--- src/rtl/wos_sample_feeder.sv ---
// ============================================================================
// wos_sample_feeder
// ----------------------------------------------------------------------------
// Stream front-end for masked_rank_order. It takes a framed 1-D sample stream
// over a valid/ready handshake and drives the filter's `in` port with one
// sample per cycle. At each frame edge it adds PAD = (N-1)/2 padding samples,
// so every real sample ends up centred in a fully populated window.
//
// Parameters:
//   N          window length of the downstream filter (odd, >= 3)
//   data_bits  sample width
//
// Ports:
//   clk         rising-edge clock
//   rst         asynchronous, active-low reset
//   s_data      input sample
//   s_valid     s_data is valid
//   s_last      s_data is the final sample of the frame (only counts on accept)
//   s_ready     feeder can accept a sample this cycle (combinational from state)
//   f_in        sample driven into the filter (registered)
//   f_valid     f_in is new; the filter shifts this cycle (registered)
//   win_valid   window after this shift holds N frame-consistent samples
//   frame_done  one-cycle pulse on the final padded emission of a frame
//
// Build option:
//   FEEDER_ZERO_PAD_EN  when defined, padding emissions (lead copies after the
//                       first one, and all trail copies) drive f_in = 0 instead
//                       of replicating the edge sample.
// ============================================================================
module wos_sample_feeder #(
    parameter int N         = 11,
    parameter int data_bits = 8
) (
    input  logic                 clk,
    input  logic                 rst,
    input  logic [data_bits-1:0] s_data,
    input  logic                 s_valid,
    input  logic                 s_last,
    output logic                 s_ready,
    output logic [data_bits-1:0] f_in,
    output logic                 f_valid,
    output logic                 win_valid,
    output logic                 frame_done
);

    localparam int PAD = (N - 1) / 2;
    localparam int CW  = $clog2(N + 1);
    localparam int PW  = $clog2(PAD + 1);

    localparam logic [CW-1:0] N_CNT   = CW'(N);
    localparam logic [PW-1:0] PAD_CNT = PW'(PAD);
    localparam logic [PW-1:0] PAD_ONE = PW'(1);

    typedef enum logic [1:0] {
        IDLE,
        LEAD,
        STREAM,
        TRAIL
    } state_t;

    state_t               state, state_nxt;
    logic [CW-1:0]        emit_cnt, emit_cnt_nxt, cnt_inc;
    logic [PW-1:0]        pad_cnt, pad_cnt_nxt;
    logic [data_bits-1:0] edge_q, edge_nxt;
    logic [data_bits-1:0] f_in_nxt;
    logic [data_bits-1:0] pad_data;
    logic                 last_q, last_nxt;
    logic                 emit;
    logic                 frame_done_nxt;
    logic                 accept;

    assign s_ready = (state == IDLE) || (state == STREAM);
    assign accept  = s_valid && s_ready;

`ifdef FEEDER_ZERO_PAD_EN
    assign pad_data = '0;
`else
    assign pad_data = edge_q;
`endif

    // Saturating emission count; the window is full once N samples of the
    // current frame have been shifted in, and stays full until the frame ends.
    assign cnt_inc = (emit_cnt == N_CNT) ? emit_cnt : emit_cnt + 1'b1;

    always_comb begin
        state_nxt      = state;
        pad_cnt_nxt    = pad_cnt;
        edge_nxt       = edge_q;
        last_nxt       = last_q;
        f_in_nxt       = f_in;
        emit           = 1'b0;
        frame_done_nxt = 1'b0;

        case (state)
            IDLE: begin
                if (accept) begin
                    emit        = 1'b1;
                    f_in_nxt    = s_data;
                    edge_nxt    = s_data;
                    pad_cnt_nxt = PAD_CNT;
                    last_nxt    = s_last;
                    state_nxt   = LEAD;
                end
            end
            LEAD: begin
                emit     = 1'b1;
                f_in_nxt = pad_data;
                if (pad_cnt == PAD_ONE) begin
                    // A single-sample frame skips STREAM and pads straight out.
                    pad_cnt_nxt = PAD_CNT;
                    state_nxt   = last_q ? TRAIL : STREAM;
                end else begin
                    pad_cnt_nxt = pad_cnt - 1'b1;
                end
            end
            STREAM: begin
                if (accept) begin
                    emit     = 1'b1;
                    f_in_nxt = s_data;
                    edge_nxt = s_data;
                    if (s_last) begin
                        pad_cnt_nxt = PAD_CNT;
                        state_nxt   = TRAIL;
                    end
                end
            end
            TRAIL: begin
                emit        = 1'b1;
                f_in_nxt    = pad_data;
                pad_cnt_nxt = pad_cnt - 1'b1;
                if (pad_cnt == PAD_ONE) begin
                    frame_done_nxt = 1'b1;
                    state_nxt      = IDLE;
                end
            end
        endcase

        emit_cnt_nxt = emit ? cnt_inc : emit_cnt;
        if ((state_nxt == IDLE) && (state != IDLE)) begin
            emit_cnt_nxt = '0;
        end
    end

    always_ff @(posedge clk or negedge rst) begin
        if (!rst) begin
            state      <= IDLE;
            f_in       <= '0;
            f_valid    <= 1'b0;
            win_valid  <= 1'b0;
            frame_done <= 1'b0;
            emit_cnt   <= '0;
            pad_cnt    <= '0;
            edge_q     <= '0;
            last_q     <= 1'b0;
        end else begin
            state      <= state_nxt;
            f_in       <= f_in_nxt;
            f_valid    <= emit;
            win_valid  <= emit && (cnt_inc == N_CNT);
            frame_done <= frame_done_nxt;
            emit_cnt   <= emit_cnt_nxt;
            pad_cnt    <= pad_cnt_nxt;
            edge_q     <= edge_nxt;
            last_q     <= last_nxt;
        end
    end

endmodule

--- config.mk ---
export PLATFORM = sky130hd
export DESIGN_NAME = wos_sample_feeder
export DESIGN_NICKNAME = d
export VERILOG_FILES = /design/src/rtl/wos_sample_feeder.sv
export SDC_FILE = /design/constraint.sdc
export NUM_CORES = 1
export LEC_CHECK = 0
export ABC_AREA = 1
export ABC_CLOCK_PERIOD_IN_PS = 1000
export BUFFER_PORTS_ARGS = -buffer_cell sky130_fd_sc_hd__clkbuf_2
export CORE_MARGIN = 4
export CORE_UTILIZATION = 49
export CTS_CLUSTER_SIZE = 24
export DETAILED_ROUTE_END_ITERATION = 7
export GPL_TIMING_DRIVEN = 1
export PLACE_DENSITY = 0.81
export SLEW_MARGIN = 20
export SYNTH_ARGS = -nofsm -noshare
export SYNTH_HDL_FRONTEND = slang
export SYNTH_SLANG_ARGS = --single-unit
--- constraint.sdc ---
create_clock -name clk -period 1 [get_ports clk]
set_input_delay 0 -clock clk [delete_from_list [all_inputs] [get_ports clk]]
set_output_delay 0 -clock clk [all_outputs]
set_load 0.005 [all_outputs]
==> flow_metrics.tcl, run 1 <==
set metrics [dict create \
    arrival_ps 1380 \
    ff2ff_path_depth 5 \
    end_kind "register" \
    power.total_mw 5.99 \
    layout_common_cells "nand2_1 (33), dfrtp_1 (28), clkbuf_2 (22), inv_1 (13), nand2_2 (11)" \
    post-place-ws_ps -197 \
    rrSetupSlack_ps -170 \
    maxClockFrequency_mhz 858 \
    finalWorstPathRequiredPeriod_ps 1170 \
    first_global_vias 1192 \
    io_pins 24 \
    layout.nets 218 \
    period_share_pct 117 \
    die_w_um 61.3 \
    holdWs_ps 144 \
    power_density_nw_per_um2 3020 \
    maxCapViolCount 0 \
    status "finished, violations left" \
    avgRoutedWirePerCell_um 15.1 \
    cts_max_level 2 \
    cp.required_ps 1220 \
    antenna_found_initial 0 \
    cts_max_path_buffers 2 \
    drv_slew 0 \
    synth_cell_types 24 \
    yosys_warnings 0 \
    io_buffers 23 \
    finalSetupViolCount 25 \
    critical_path_class "register to register" \
    start_util_pct 50.9 \
    violations "setup timing" \
    mostFrequentLayoutCell "nand2_1" \
    rr_endpoint "pad_cnt[2]" \
    clock_latency_ps 330 \
    fill_cells 183 \
    grt_usage_pct 18.4 \
    leakagePower_nw 1.03 \
    worstPathMaxFanout 6 \
    r2r-start "state[0]" \
    min_from "s_valid" \
    grt_max_degree 30 \
    vdd_ir_drop_max_uv 2430 \
    worstMarginPinSlew_ps 368 \
    ys_ff_latch 29 \
    synth_fp_nets 161 \
    syn_area_um2 1390 \
    cts_tree "built" \
    synthToLayoutAreaGrowth_pct 42.7 \
    drt_iter0_markers 43 \
    layout_setup_ws_ps -165 \
    yosysSeqAreaShare_pct 52.2 \
    dp_hpwl_mm 1.99 \
    hold_class "input port to register" \
    slew_headroom_pct 75.4 \
    root_buffer "clkbuf_4" \
    via_count 1223 \
    syn_area_per_cell_um2 9.53 \
    rsz0062_at_grt "yes" \
    rows 19 \
    die_h_um 61.3 \
    antenna_left 0 \
    cts_buffers 5 \
    holdPathEnd "emit_cnt[2]" \
    clkTransAtPathRegs_ps 80 \
    die_area_um2 3760 \
    drcViolationCount 0 \
    crit_path_start_kind "register" \
    drt_first_pass_iters 4 \
    wl_mm 3.54 \
    fin_skew_ps 11.5 \
    layout-drive-gt1-share_pct 46.1 \
    final_hold_viol_count 0 \
    cts_sinks 29 \
    gp_congestion 0.891 \
    postSynthCellCount 146 \
    min_path_cells 4 \
    vias_per_cell 5.20 \
    grt_overflow 0 \
    insertedDiodeCount 0 \
    grt_pass1_wl_mm 4.92 \
    core_um2 2730 \
]
[registers in the layout, summed over array words and instances, names as in the netlist]
register,flops
emit_cnt,4
f_in,8
last_q,1
pad_cnt,3
state,2
frame_done,1
f_valid,1
win_valid,1
edge_q,8
[per-stage QoR]
step	std cells	TNS (ps)	util, %	area (µm²)
after global placement	210	-2010	59.5	1630
final	235	-2090	72.6	1990
after CTS	231	-1650	68.0	1860
after detailed placement	210	-2850	59.5	1630
after global routing	235	-3670	72.6	1990
after floorplan	146	-163	-	1410
[kinds of logic (layout without fill, tap and decap cells)]
logic type      count (synthesis)  count (layout)  synth area share, %
buf+inv                        20              78                 8.09
compound gates                 19              19                 10.7
xor+xnor                        1               1                0.630
flops                          29              29                 52.2
fa+ha+maj                       3               3                 2.70
simple gates                   74              74                 25.7
[routing by layer]
layer / global-route usage, % / up-vias / wire, µm / share of wire [%]
li1: - / 593 / - / -
met1: 20.1 / 573 / 1330 / 38
met2: 30.8 / 44 / 1920 / 54
met3: 8.39 / 13 / 162 / 4.6
met4: 8.05 / 0 / 125 / 3.5
met5: 0 / - / 0 / 0
[worst max-delay path: stages, from the launching register on]
cell     delay (ps)
dfrtp_2         500
nor2_1           90
a21oi_2         210
nand2_1         100
nand2_1         100
nand2_1          60
[synth_stat cells]
library cell	number	area (µm²)
o22ai_1	1	6.26
buf_4	1	7.51
nand2_1	47	176
o211ai_2	2	25.0
o211ai_1	4	30.0
nor2_1	5	18.8
nor2_4	1	11.3
nand2_4	6	67.6
nand4_1	5	31.3
buf_12	1	20.0
inv_4	1	6.26
ha_1	3	37.5
o21ai_2	5	43.8
nand3b_1	1	7.51
inv_1	15	56.3
o21ai_0	3	15.0
a21oi_2	1	8.76
a22oi_1	2	15.0
buf_6	1	11.3
inv_8	1	11.3
nand3_1	9	45.0
xor2_1	1	8.76
o21ai_1	1	5.00
dfrtp_1	29	726
[worst max path at each step]
| stage | startpoint | endpoint | slack [ps] |
|---|---|---|---|
| 2_1_floorplan | emit_cnt[0] | emit_cnt[3] | -50 |
| 3_3_place_gp | state[0] | emit_cnt[1] | -150 |
| 3_5_place_dp | state[0] | pad_cnt[2] | -200 |
| 4_1_cts | pad_cnt[1] | emit_cnt[2] | -130 |
| 5_1_grt | state[0] | emit_cnt[2] | -250 |
| 6_report | state[0] | pad_cnt[2] | -170 |
[what timing repair did]
| item | 4_1_cts | 5_1_grt |
|---|---|---|
| hold endpoints to repair | 46 | 0 |
| setup endpoints to repair | 30 | 28 |
| resized for setup | 14 | 31 |
| gates cloned | 0 | 1 |
| pin swaps | 6 | 19 |
| buffers inserted | 3 | 5 |
| hold buffers | 10 | 0 |
[layout make-up]
| type | instances | area (µm²) | share of cell area (%) |
|---|---|---|---|
| clock buffer | 6 | 41.3 | 2.08 |
| timing repair buffer | 52 | 398 | 20.0 |
| tap | 31 | 38.8 | 1.95 |
| inverter | 17 | 86.3 | 4.35 |
| timing repair inverter | 1 | 8.76 | 0.441 |
| sequential | 29 | 727 | 36.6 |
| multi-input combinational | 97 | 676 | 34.0 |
| clock inverter | 2 | 10.0 | 0.504 |
[power by group]
part           leakage, nW  internal [mW]  switching (mW)
sequential           0.354           1.72           0.469
clock               0.0320          0.267           0.410
combinational        0.648           1.48            1.65
total                 1.03           3.46            2.53
Note: power is estimated with default switching activity, not from simulation.
==> run 2: changes to the inputs <==
Settings changed: BUFFER_PORTS_ARGS -buffer_cell sky130_fd_sc_hd__clkbuf_2 to unset, CORE_UTILIZATION 49 to 55, DONT_BUFFER_PORTS set to 1, PLACE_DENSITY 0.81 to 0.73.
==> run 2 against run 1 <==
Net effect:
- the run still ends with setup timing left
- final area down 1.3%
- non-clock buffer count down 20
- clock-buffer cell count unchanged
- maximum frequency increased by 1.6%
- via count shrank 5.6%
- clock skew fell by 7.3 ps
- final cell count decreased by 9.8%
- sequential power is 2% lower
- highest routed layer unchanged
==> flow_metrics.tcl, run 2 (synthesis gave the netlist of run 1 again) <==
set metrics [dict create \
    status "finished, violations left" \
    violations "setup timing" \
    root_buffer "clkbuf_4" \
    cts_buffers 5 \
    layout_setup_ws_ps -147 \
    fin_skew_ps 4.22 \
    ff2ff_path_depth 5 \
    period_share_pct 115 \
    grt_usage_pct 24.0 \
    r2r-start "emit_cnt[1]" \
    critical_path_class "register to register" \
    power_density_nw_per_um2 3100 \
    place_area_um2 1530 \
    io_pins 24 \
    critPathMaxStageDelay_ps 420 \
    synthToLayoutAreaGrowth_pct 40.8 \
    wl_mm 3.50 \
    reg_top3 "edge_q: 8 flops, f_in: 8 flops, emit_cnt: 4 flops" \
    clock_latency_ps 330 \
    power.total_mw 6.07 \
    vias_per_cell 5.45 \
    crit_path_start_kind "register" \
    fill_cells 126 \
    rrSetupSlack_ps -150 \
    rr_endpoint "win_valid" \
    die_w_um 58.3 \
    dp_hpwl_mm 2.07 \
    antenna_found_initial 0 \
    drt_first_pass_iters 4 \
    crit_chain "ha_4, nand4_1, nand2_2, nand3_1, nor2_1" \
    mostFrequentLayoutCell "dfrtp_1" \
    layout_common_cells "dfrtp_1 (29), nand2_1 (27), nand2_2 (17), dlygate4sd3_1 (11), buf_4 (10)" \
    cts_sinks 29 \
    insertedDiodeCount 0 \
    finalSetupViolCount 30 \
    gp_congestion 0.812 \
    io_buffers 0 \
    core_um2 2320 \
    leakagePower_nw 0.953 \
    rsz0062_at_grt "yes" \
    worst_path_max_delay_cell "dfrtp_1" \
    drt_iter0_markers 43 \
    die_h_um 58.3 \
    worstPathMaxFanout 5 \
    drcViolationCount 0 \
    cts_tree "built" \
    layout.nets 198 \
    cts_max_level 2 \
    maxClockFrequency_mhz 872 \
    via_count 1155 \
    grt_overflow 0 \
    arrival_ps 1420 \
    grt_pass1_wl_mm 5.91 \
    hold_class "input port to asynchronous set/reset pin" \
    grt_max_degree 30 \
    finalWorstPathRequiredPeriod_ps 1150 \
    drv_slew 0 \
    crit_start "emit_cnt[1]" \
    vdd_ir_drop_max_uv 2320 \
    clkTransAtPathRegs_ps 100 \
    endpoint "win_valid" \
    avgRoutedWirePerCell_um 16.5 \
    layout-drive-gt1-share_pct 46.2 \
    die_area_um2 3400 \
    end_kind "register" \
    antenna_left 0 \
    slew_headroom_pct 78.5 \
    fin_area_um2 1960 \
    start_util_pct 60.0 \
    final_hold_viol_count 0 \
    cts_max_path_buffers 2 \
    worstMarginPinSlew_ps 322 \
    maxCapViolCount 0 \
    rows 17 \
    first_global_vias 1257 \
    cp.required_ps 1270 \
]
==> run 2: worst max-delay path, delay by kind of cell (launching register included) <==
kind	cells	cell delay (ps)
flops	1	420
fa+ha+maj	1	200
simple gates	4	460
==> run 2: through the flow <==
step	hold slack [ps]	utilization (%)	setup TNS [ps]	cells	setup WS, ps
after floorplan	-296	-	-163	146	-48.1
after global placement	-295	65.9	-1660	187	-104
after detailed placement	-295	65.9	-2310	187	-147
after CTS	122	81.1	-1500	211	-107
after global routing	114	84.5	-4020	212	-197
final	127	84.5	-2390	212	-147
==> run 2: worst min-delay path by stage <==
stage | startpoint | end | slack [ps] | cells past startpoint
after floorplan | rst | edge_q[0] | -300 | 0
after global placement | rst | emit_cnt[2] | -290 | 0
after detailed placement | rst | emit_cnt[2] | -290 | 0
after CTS | rst | state[0] | 120 | 2
after global routing | rst | f_in[3] | 110 | 2
final | rst | win_valid | 130 | 2
==> run 2: metal layers <==
metal | share of wire, % | track usage, % | vias to the layer above
met5 | 0 | 0 | -
met4 | 2.8 | 15.2 | 0
met3 | 4.5 | 7.02 | 11
met2 | 52 | 39.2 | 36
met1 | 41 | 27.3 | 554
li1 | - | - | 554
==> run 2: repair_timing <==
action / in CTS / in global routing
setup buffers: 3 / 1
cloned: 1 / 0
setup endpoints to repair: 30 / 30
gates resized for setup: 41 / 20
hold buffers: 12 / 0
endpoints found under the hold margin: 53 / 0
pin swaps: 19 / 12
==> run 2: cell type report <==
cell class	instances	area (µm²)	area share (%)
repair buffers	32	322	16.4
inverters	17	88.8	4.53
multi-input cells	97	726	37.0
well taps	28	35.0	1.79
repair inverters	1	11.3	0.575
clock inverters	2	10.0	0.511
clock buffers	6	41.3	2.11
flip-flops and latches	29	726	37.0
==> run 2: where the power goes <==
part	switching, mW	internal (mW)	total [mW]	leakage, nW
Combinational	1.75	1.48	3.23	0.566
Clock	0.424	0.267	0.692	0.0320
Sequential	0.436	1.71	2.15	0.355
Total	2.61	3.46	6.07	0.953
